**config.mk**
```make
export PLATFORM = sky130hd
export DESIGN_NAME = axi_mux_rr
export DESIGN_NICKNAME = d
export VERILOG_FILES = /design/src/rtl/axi_mux_rr.sv
export SDC_FILE = /design/constraint.sdc
export NUM_CORES = 1
export LEC_CHECK = 0
export BUFFER_PORTS_ARGS = -buffer_cell sky130_fd_sc_hd__buf_4
export CORE_AREA = 5 5 343 345
export DETAILED_ROUTE_END_ITERATION = 12
export DIE_AREA = 0 0 348 350
export GPL_TIMING_DRIVEN = 0
export PLACE_DENSITY = 0.35
export SLEW_MARGIN = 20
export SYNTH_ARGS = -nofsm -noshare
export SYNTH_HDL_FRONTEND = slang
export SYNTH_HIERARCHICAL = 1
export SYNTH_SLANG_ARGS = --single-unit
```
**constraint.sdc**
```tcl
create_clock -name ACLK -period 9.2 [get_ports ACLK]
set_clock_uncertainty 0.15 [all_clocks]
set_input_delay 0.92 -clock ACLK [delete_from_list [all_inputs] [get_ports ACLK]]
set_output_delay 0.92 -clock ACLK [all_outputs]
set_load 0.01 [all_outputs]
```
**src/rtl/axi_mux_rr.sv**
```systemverilog
// axi_mux_rr: N-to-1 AXI4 mux with independent AW/AR arbiters and in-order W/B/R routing via source-index FIFOs.
package axi_mux_rr_pkg;
    typedef struct packed {
        logic [3:0]  awid;
        logic [31:0] awaddr;
        logic [7:0]  awlen;
        logic        awvalid;
        logic [31:0] wdata;
        logic [3:0]  wstrb;
        logic        wlast;
        logic        wvalid;
        logic        bready;
        logic [3:0]  arid;
        logic [31:0] araddr;
        logic [7:0]  arlen;
        logic        arvalid;
        logic        rready;
    } axi_mosi_t;
    typedef struct packed {
        logic        awready;
        logic        wready;
        logic [3:0]  bid;
        logic [1:0]  bresp;
        logic        bvalid;
        logic        arready;
        logic [3:0]  rid;
        logic [31:0] rdata;
        logic [1:0]  rresp;
        logic        rlast;
        logic        rvalid;
    } axi_miso_t;
endpackage

module axi_mux_rr_arb #(
    parameter int N = 4,
    parameter int MODE = 1,
    localparam int IW = $clog2(N)
) (
    input  logic          ACLK,
    input  logic          ARESET,
    input  logic [N-1:0]  i_req,
    input  logic          i_block,
    input  logic          i_ready,
    output logic [IW-1:0] o_sel,
    output logic          o_valid
);
    logic          r_lock;
    logic [IW-1:0] r_lock_idx, r_ptr, w_pick;
    logic [IW:0]   w_idx;
    // Descending scan so the candidate closest to the pointer is the last one written.
    always_comb begin
        w_pick = r_ptr;
        w_idx = '0;
        for (int k = N - 1; k >= 0; k--) begin
            w_idx = {1'b0, r_ptr} + (IW + 1)'(k);
            if (w_idx >= (IW + 1)'(N)) w_idx = w_idx - (IW + 1)'(N);
            if (i_req[w_idx[IW-1:0]]) w_pick = w_idx[IW-1:0];
        end
    end
    assign o_sel = r_lock ? r_lock_idx : w_pick;
    assign o_valid = (r_lock || |i_req) && !i_block;
    always_ff @(posedge ACLK or posedge ARESET)
        if (ARESET) begin
            r_lock <= 1'b0;
            r_lock_idx <= '0;
            r_ptr <= '0;
        end else begin
            r_lock <= o_valid && !i_ready;
            if (o_valid) r_lock_idx <= o_sel;
            if (MODE == 1 && o_valid && i_ready) r_ptr <= (o_sel == IW'(N - 1)) ? '0 : o_sel + 1'b1;
        end
endmodule

module axi_mux_rr_fifo #(
    parameter int W = 2,
    parameter int D = 8,
    localparam int AW = $clog2(D)
) (
    input  logic         ACLK,
    input  logic         ARESET,
    input  logic         i_push,
    input  logic         i_pop,
    input  logic [W-1:0] i_data,
    output logic [W-1:0] o_head,
    output logic         o_full,
    output logic         o_empty
);
    logic [AW:0]  r_wptr, r_rptr;
    logic [W-1:0] r_mem [D];
    assign o_empty = r_wptr == r_rptr;
    assign o_full = (r_wptr ^ r_rptr) == {1'b1, {AW{1'b0}}};
    assign o_head = r_mem[r_rptr[AW-1:0]];
    always_ff @(posedge ACLK or posedge ARESET)
        if (ARESET) begin
            r_wptr <= '0;
            r_rptr <= '0;
        end else begin
            if (i_push && !o_full) r_wptr <= r_wptr + 1'b1;
            if (i_pop && !o_empty) r_rptr <= r_rptr + 1'b1;
        end
    always_ff @(posedge ACLK)
        if (i_push && !o_full) r_mem[r_wptr[AW-1:0]] <= i_data;
endmodule

module axi_mux_rr import axi_mux_rr_pkg::*; #(
    parameter int INPUT_NUM = 4,
    parameter int DEPTH = 8,
    parameter int ARB_MODE = 1
) (
    input  logic      ACLK,
    input  logic      ARESET,
    input  axi_mosi_t s_axi_i [INPUT_NUM],
    output axi_miso_t s_axi_o [INPUT_NUM],
    output axi_mosi_t m_axi_o,
    input  axi_miso_t m_axi_i
);
    localparam int IW = $clog2(INPUT_NUM);
    logic [INPUT_NUM-1:0] w_aw_req, w_ar_req;
    logic [IW-1:0] w_aw_sel, w_ar_sel, w_w_head, w_b_head, w_r_head;
    logic w_aw_valid, w_ar_valid, w_aw_hs, w_ar_hs, w_w_pop, w_b_pop, w_r_pop;
    logic w_wf_full, w_wf_empty, w_bf_full, w_bf_empty, w_rf_full, w_rf_empty;
    for (genvar g = 0; g < INPUT_NUM; g++) begin : g_req
        assign w_aw_req[g] = s_axi_i[g].awvalid;
        assign w_ar_req[g] = s_axi_i[g].arvalid;
    end
    // Reset is folded into the block inputs so no grant can surface while ARESET is high.
    axi_mux_rr_arb #(.N(INPUT_NUM), .MODE(ARB_MODE)) u_aw_arb (
        .ACLK(ACLK), .ARESET(ARESET), .i_req(w_aw_req), .i_block(ARESET || w_wf_full || w_bf_full),
        .i_ready(m_axi_i.awready), .o_sel(w_aw_sel), .o_valid(w_aw_valid));
    axi_mux_rr_arb #(.N(INPUT_NUM), .MODE(ARB_MODE)) u_ar_arb (
        .ACLK(ACLK), .ARESET(ARESET), .i_req(w_ar_req), .i_block(ARESET || w_rf_full),
        .i_ready(m_axi_i.arready), .o_sel(w_ar_sel), .o_valid(w_ar_valid));
    assign w_aw_hs = w_aw_valid && m_axi_i.awready;
    assign w_ar_hs = w_ar_valid && m_axi_i.arready;
    assign w_w_pop = m_axi_o.wvalid && m_axi_i.wready && m_axi_o.wlast;
    assign w_b_pop = m_axi_i.bvalid && m_axi_o.bready;
    assign w_r_pop = m_axi_i.rvalid && m_axi_o.rready && m_axi_i.rlast;
    axi_mux_rr_fifo #(.W(IW), .D(DEPTH)) u_w_fifo (.ACLK(ACLK), .ARESET(ARESET), .i_push(w_aw_hs),
        .i_pop(w_w_pop), .i_data(w_aw_sel), .o_head(w_w_head), .o_full(w_wf_full), .o_empty(w_wf_empty));
    axi_mux_rr_fifo #(.W(IW), .D(DEPTH)) u_b_fifo (.ACLK(ACLK), .ARESET(ARESET), .i_push(w_aw_hs),
        .i_pop(w_b_pop), .i_data(w_aw_sel), .o_head(w_b_head), .o_full(w_bf_full), .o_empty(w_bf_empty));
    axi_mux_rr_fifo #(.W(IW), .D(DEPTH)) u_r_fifo (.ACLK(ACLK), .ARESET(ARESET), .i_push(w_ar_hs),
        .i_pop(w_r_pop), .i_data(w_ar_sel), .o_head(w_r_head), .o_full(w_rf_full), .o_empty(w_rf_empty));
    always_comb begin
        m_axi_o = '0;
        m_axi_o.awid = s_axi_i[w_aw_sel].awid;
        m_axi_o.awaddr = s_axi_i[w_aw_sel].awaddr;
        m_axi_o.awlen = s_axi_i[w_aw_sel].awlen;
        m_axi_o.awvalid = w_aw_valid;
        m_axi_o.wdata = s_axi_i[w_w_head].wdata;
        m_axi_o.wstrb = s_axi_i[w_w_head].wstrb;
        m_axi_o.wlast = s_axi_i[w_w_head].wlast;
        m_axi_o.wvalid = !w_wf_empty && s_axi_i[w_w_head].wvalid;
        m_axi_o.bready = !w_bf_empty && s_axi_i[w_b_head].bready;
        m_axi_o.arid = s_axi_i[w_ar_sel].arid;
        m_axi_o.araddr = s_axi_i[w_ar_sel].araddr;
        m_axi_o.arlen = s_axi_i[w_ar_sel].arlen;
        m_axi_o.arvalid = w_ar_valid;
        m_axi_o.rready = !w_rf_empty && s_axi_i[w_r_head].rready;
    end
    always_comb
        for (int i = 0; i < INPUT_NUM; i++) begin
            s_axi_o[i] = '0;
            s_axi_o[i].awready = w_aw_valid && w_aw_sel == IW'(i) && m_axi_i.awready;
            s_axi_o[i].wready = !w_wf_empty && w_w_head == IW'(i) && m_axi_i.wready;
            s_axi_o[i].bid = m_axi_i.bid;
            s_axi_o[i].bresp = m_axi_i.bresp;
            s_axi_o[i].bvalid = !w_bf_empty && w_b_head == IW'(i) && m_axi_i.bvalid;
            s_axi_o[i].arready = w_ar_valid && w_ar_sel == IW'(i) && m_axi_i.arready;
            s_axi_o[i].rid = m_axi_i.rid;
            s_axi_o[i].rdata = m_axi_i.rdata;
            s_axi_o[i].rresp = m_axi_i.rresp;
            s_axi_o[i].rlast = m_axi_i.rlast;
            s_axi_o[i].rvalid = !w_rf_empty && w_r_head == IW'(i) && m_axi_i.rvalid;
        end
endmodule

```
==> results_dict.tcl <==
set metrics [dict create \
    startpoint_type "input port" \
    seqCellArea_um2 2292 \
    cts_sinks 82 \
    slew-limit-headroom 0.4958 \
    p_per_area_nw_per_um2 242.7 \
    fin_cells 3102 \
    clk_latency_ps 360 \
    hold_class "flop to flop" \
    cts-buffers-inserted 9 \
    vias 9587 \
    peakVddDrop_uv 80.58 \
    grt_pass1_wl_um 77850 \
    met1_usage 0.1132 \
    worst_pin_slew_ps 756.2 \
    syn_area_per_cell_um2 13.18 \
    synthesis.area_um2 9279 \
    htreeDepth 3 \
    hold_slack_ps 383.0 \
    place_congestion 0.8199 \
    areaGrowthSynthToFinish_pct 93.89 \
    path_class "input port to output pin" \
    final_area_um2 17990 \
    drt_first_iter_violations 352 \
    synth-seq-cells 82 \
    place_inst 3076 \
    dpl.hpwl_um 52660 \
    synth_cell_types 66 \
    endpoint_kind "output pin" \
    fill_cells 12817 \
    slowest_stage "o31ai_4" \
    hold_viol_final 0 \
    cts_hold_buf 0 \
    rsz0062_at_grt "false" \
    max_freq_ghz 0.2159 \
    synth_area_leaders "mux4_2 34%, edfxtp_1 16%, buf_4 15%" \
    finalSetupTns_ps 0 \
    synth_ff_type "edfxtp_1" \
    cts_tree "built" \
    fp.dieH_um 350 \
    cts.clk_slew.worst_paths_ps 60 \
    chipWidth_um 348 \
    finalWorstPathRequiredPeriod_ps 4632 \
    yosysMostFrequentCell "buf_4" \
    num_io_pins 902 \
    p_leak_uw 0.007880 \
    rows 124 \
    overflow 0 \
    crit_arrival_ps 3560 \
    finalPower_uw 4367 \
    grt-busiest-layer "met2" \
    cts.path.max_buffers 2 \
    cts_root_buffer "clkbuf_16" \
    post-cts-setup-buffers 0 \
    grt_pass1_vias 10361 \
    ys_top_cells_by_count "189 x buf_4, 140 x mux4_2, 48 x edfxtp_1, 34 x dfrtp_1" \
    antenna_found_initial 20 \
    multi_input_comb_area_um2 5231 \
    period_share 0.5035 \
    ant_nets 0 \
    drcViolationCount 0 \
    critPathRequiredTime_ps 8130 \
    drv_cap 0 \
    crit_top_cell "buf_6" \
    use_met3 0.02709 \
    setup_viol 0 \
    drv_slew 0 \
    use_met2 0.1484 \
    ys_warn_count 6 \
    grt_max_degree 21 \
    synth_edf_count 48 \
    worstPathCellList "buf_4 > mux2i_1 > o21bai_1 > o31ai_4 > buf_6 > buf_6 > buf_6 > mux4_2 > buf_4" \
    slowest_delay_ps 630 \
    wire_per_inst_um 18.78 \
    final_nets 2155 \
    cts_resized 0 \
    synth_cells 704 \
    ys_seq_area_frac 0.2470 \
    status "finished clean" \
    syn_nets 1284 \
    fp.coreArea_um2 113900 \
    yosysTopAreaCell "mux4_2" \
    port_buffers 857 \
    async_reset_ff_frac 0.4146 \
    drive_gt1_frac 0.8146 \
    drt_pass1_iterations 6 \
    initial_core_util 0.08148 \
    routed_wl_um 58260 \
    dieArea_um2 121800 \
    synth.top_cell.area_share 0.3398 \
    viasPerCell 3.091 \
    placedInstanceArea_um2 17660 \
    cp_max_fo 12 \
    grt_usage 0.08831 \
]
-- area by class of cell --
cell class,count,share of cell area
well taps,1512,0.1052
plain buffers,227,0.09514
inverters,20,0.004173
flip-flops and latches,82,0.1274
repair buffers,860,0.3591
multi-input cells,375,0.2908
clock buffers,11,0.01349
clock inverters,5,0.003408
diodes,10,0.001391
-- kinds of logic after synthesis --
group                      synth area share
buffers and inverters                0.1924
xor gates and xnor gates            0.04126
and+or+nand+nor                     0.08549
DFF                                  0.2470
AOI/OAI and AO/OA                   0.05920
muxes                                0.3638
adders and majority gates           0.01079
-- through the flow --
stage / setup slack (ps) / utilization
2_1_floorplan: 4876 / -
5_1_grt: 4388 / 0.1578
3_5_place_dp: 4503 / 0.1551
4_1_cts: 4493 / 0.1578
6_report: 4568 / 0.1580
3_3_place_gp: 2427 / 0.1546
-- worst max-delay path: cells and delay by family --
kind / cells / cell delay [ps]
mux: 2 / 710
buf+inv: 5 / 1120
compound gates: 2 / 760
-- sequential cells by signal (all words and copies together) (netlist names), 4 cells and up --
signal	count
u_w_fifo/r_rptr	4
u_b_fifo/r_wptr	4
u_b_fifo/r_rptr	4
u_w_fifo/r_wptr	4
u_r_fifo/r_rptr	4
u_w_fifo/r_mem	16
u_b_fifo/r_mem	16
u_r_fifo/r_mem	16
u_r_fifo/r_wptr	4
-- path summary, 6_finish.rpt --
kind / from / to / slack, ps / cells after the start
min reg2reg: u_aw_arb/r_lock_idx[1] / u_aw_arb/r_lock_idx[1] / 380 / 2
min in group asynchronous: ARESET / u_ar_arb/r_ptr[1] / 420 / 2
max in group asynchronous: ARESET / u_w_fifo/r_rptr[1] / 8160 / 2
max: s_axi_i[475] / m_axi_o[104] / 4570 / 9
max reg2reg: u_w_fifo/r_wptr[0] / u_w_fifo/r_mem[0][1] / 5420 / 10
min: u_aw_arb/r_lock_idx[1] / u_aw_arb/r_lock_idx[1] / 380 / 2
-- per-layer routing --
| metal | vias up | wire (um) |
|---|---|---|
| li1 | 4367 | - |
| met1 | 4782 | 24170 |
| met2 | 391 | 29340 |
| met3 | 41 | 4075 |
| met4 | 6 | 632 |
| met5 | - | 40 |
-- report_power, final --
| part | total, uW | leakage (uW) | switching [uW] | internal (uW) |
|---|---|---|---|---|
| Combinational | 3390 | 0.00688 | 1670 | 1720 |
| Sequential | 598 | 0.000851 | 83.8 | 514 |
| Clock | 382 | 0.000151 | 162 | 220 |
| Total | 4370 | 0.00788 | 1910 | 2450 |
-- cell usage in the layout (no fill, tap or decap), types with 6 or more instances in the layout --
cell,Yosys,routed
inv_1,20,20
ha_1,8,8
xnor2_1,15,15
clkbuf_16,0,9
nor3_1,17,17
nor3b_1,6,6
nor2_1,17,17
edfxtp_1,48,48
buf_6,17,18
dfrtp_1,34,34
mux4_2,140,140
diode_2,0,10
nand2_1,20,20
nor4_1,8,8
buf_4,189,1048
a21oi_1,6,6
mux2_2,8,8
buf_2,17,17
Note: power is estimated with default switching activity, not from simulation.
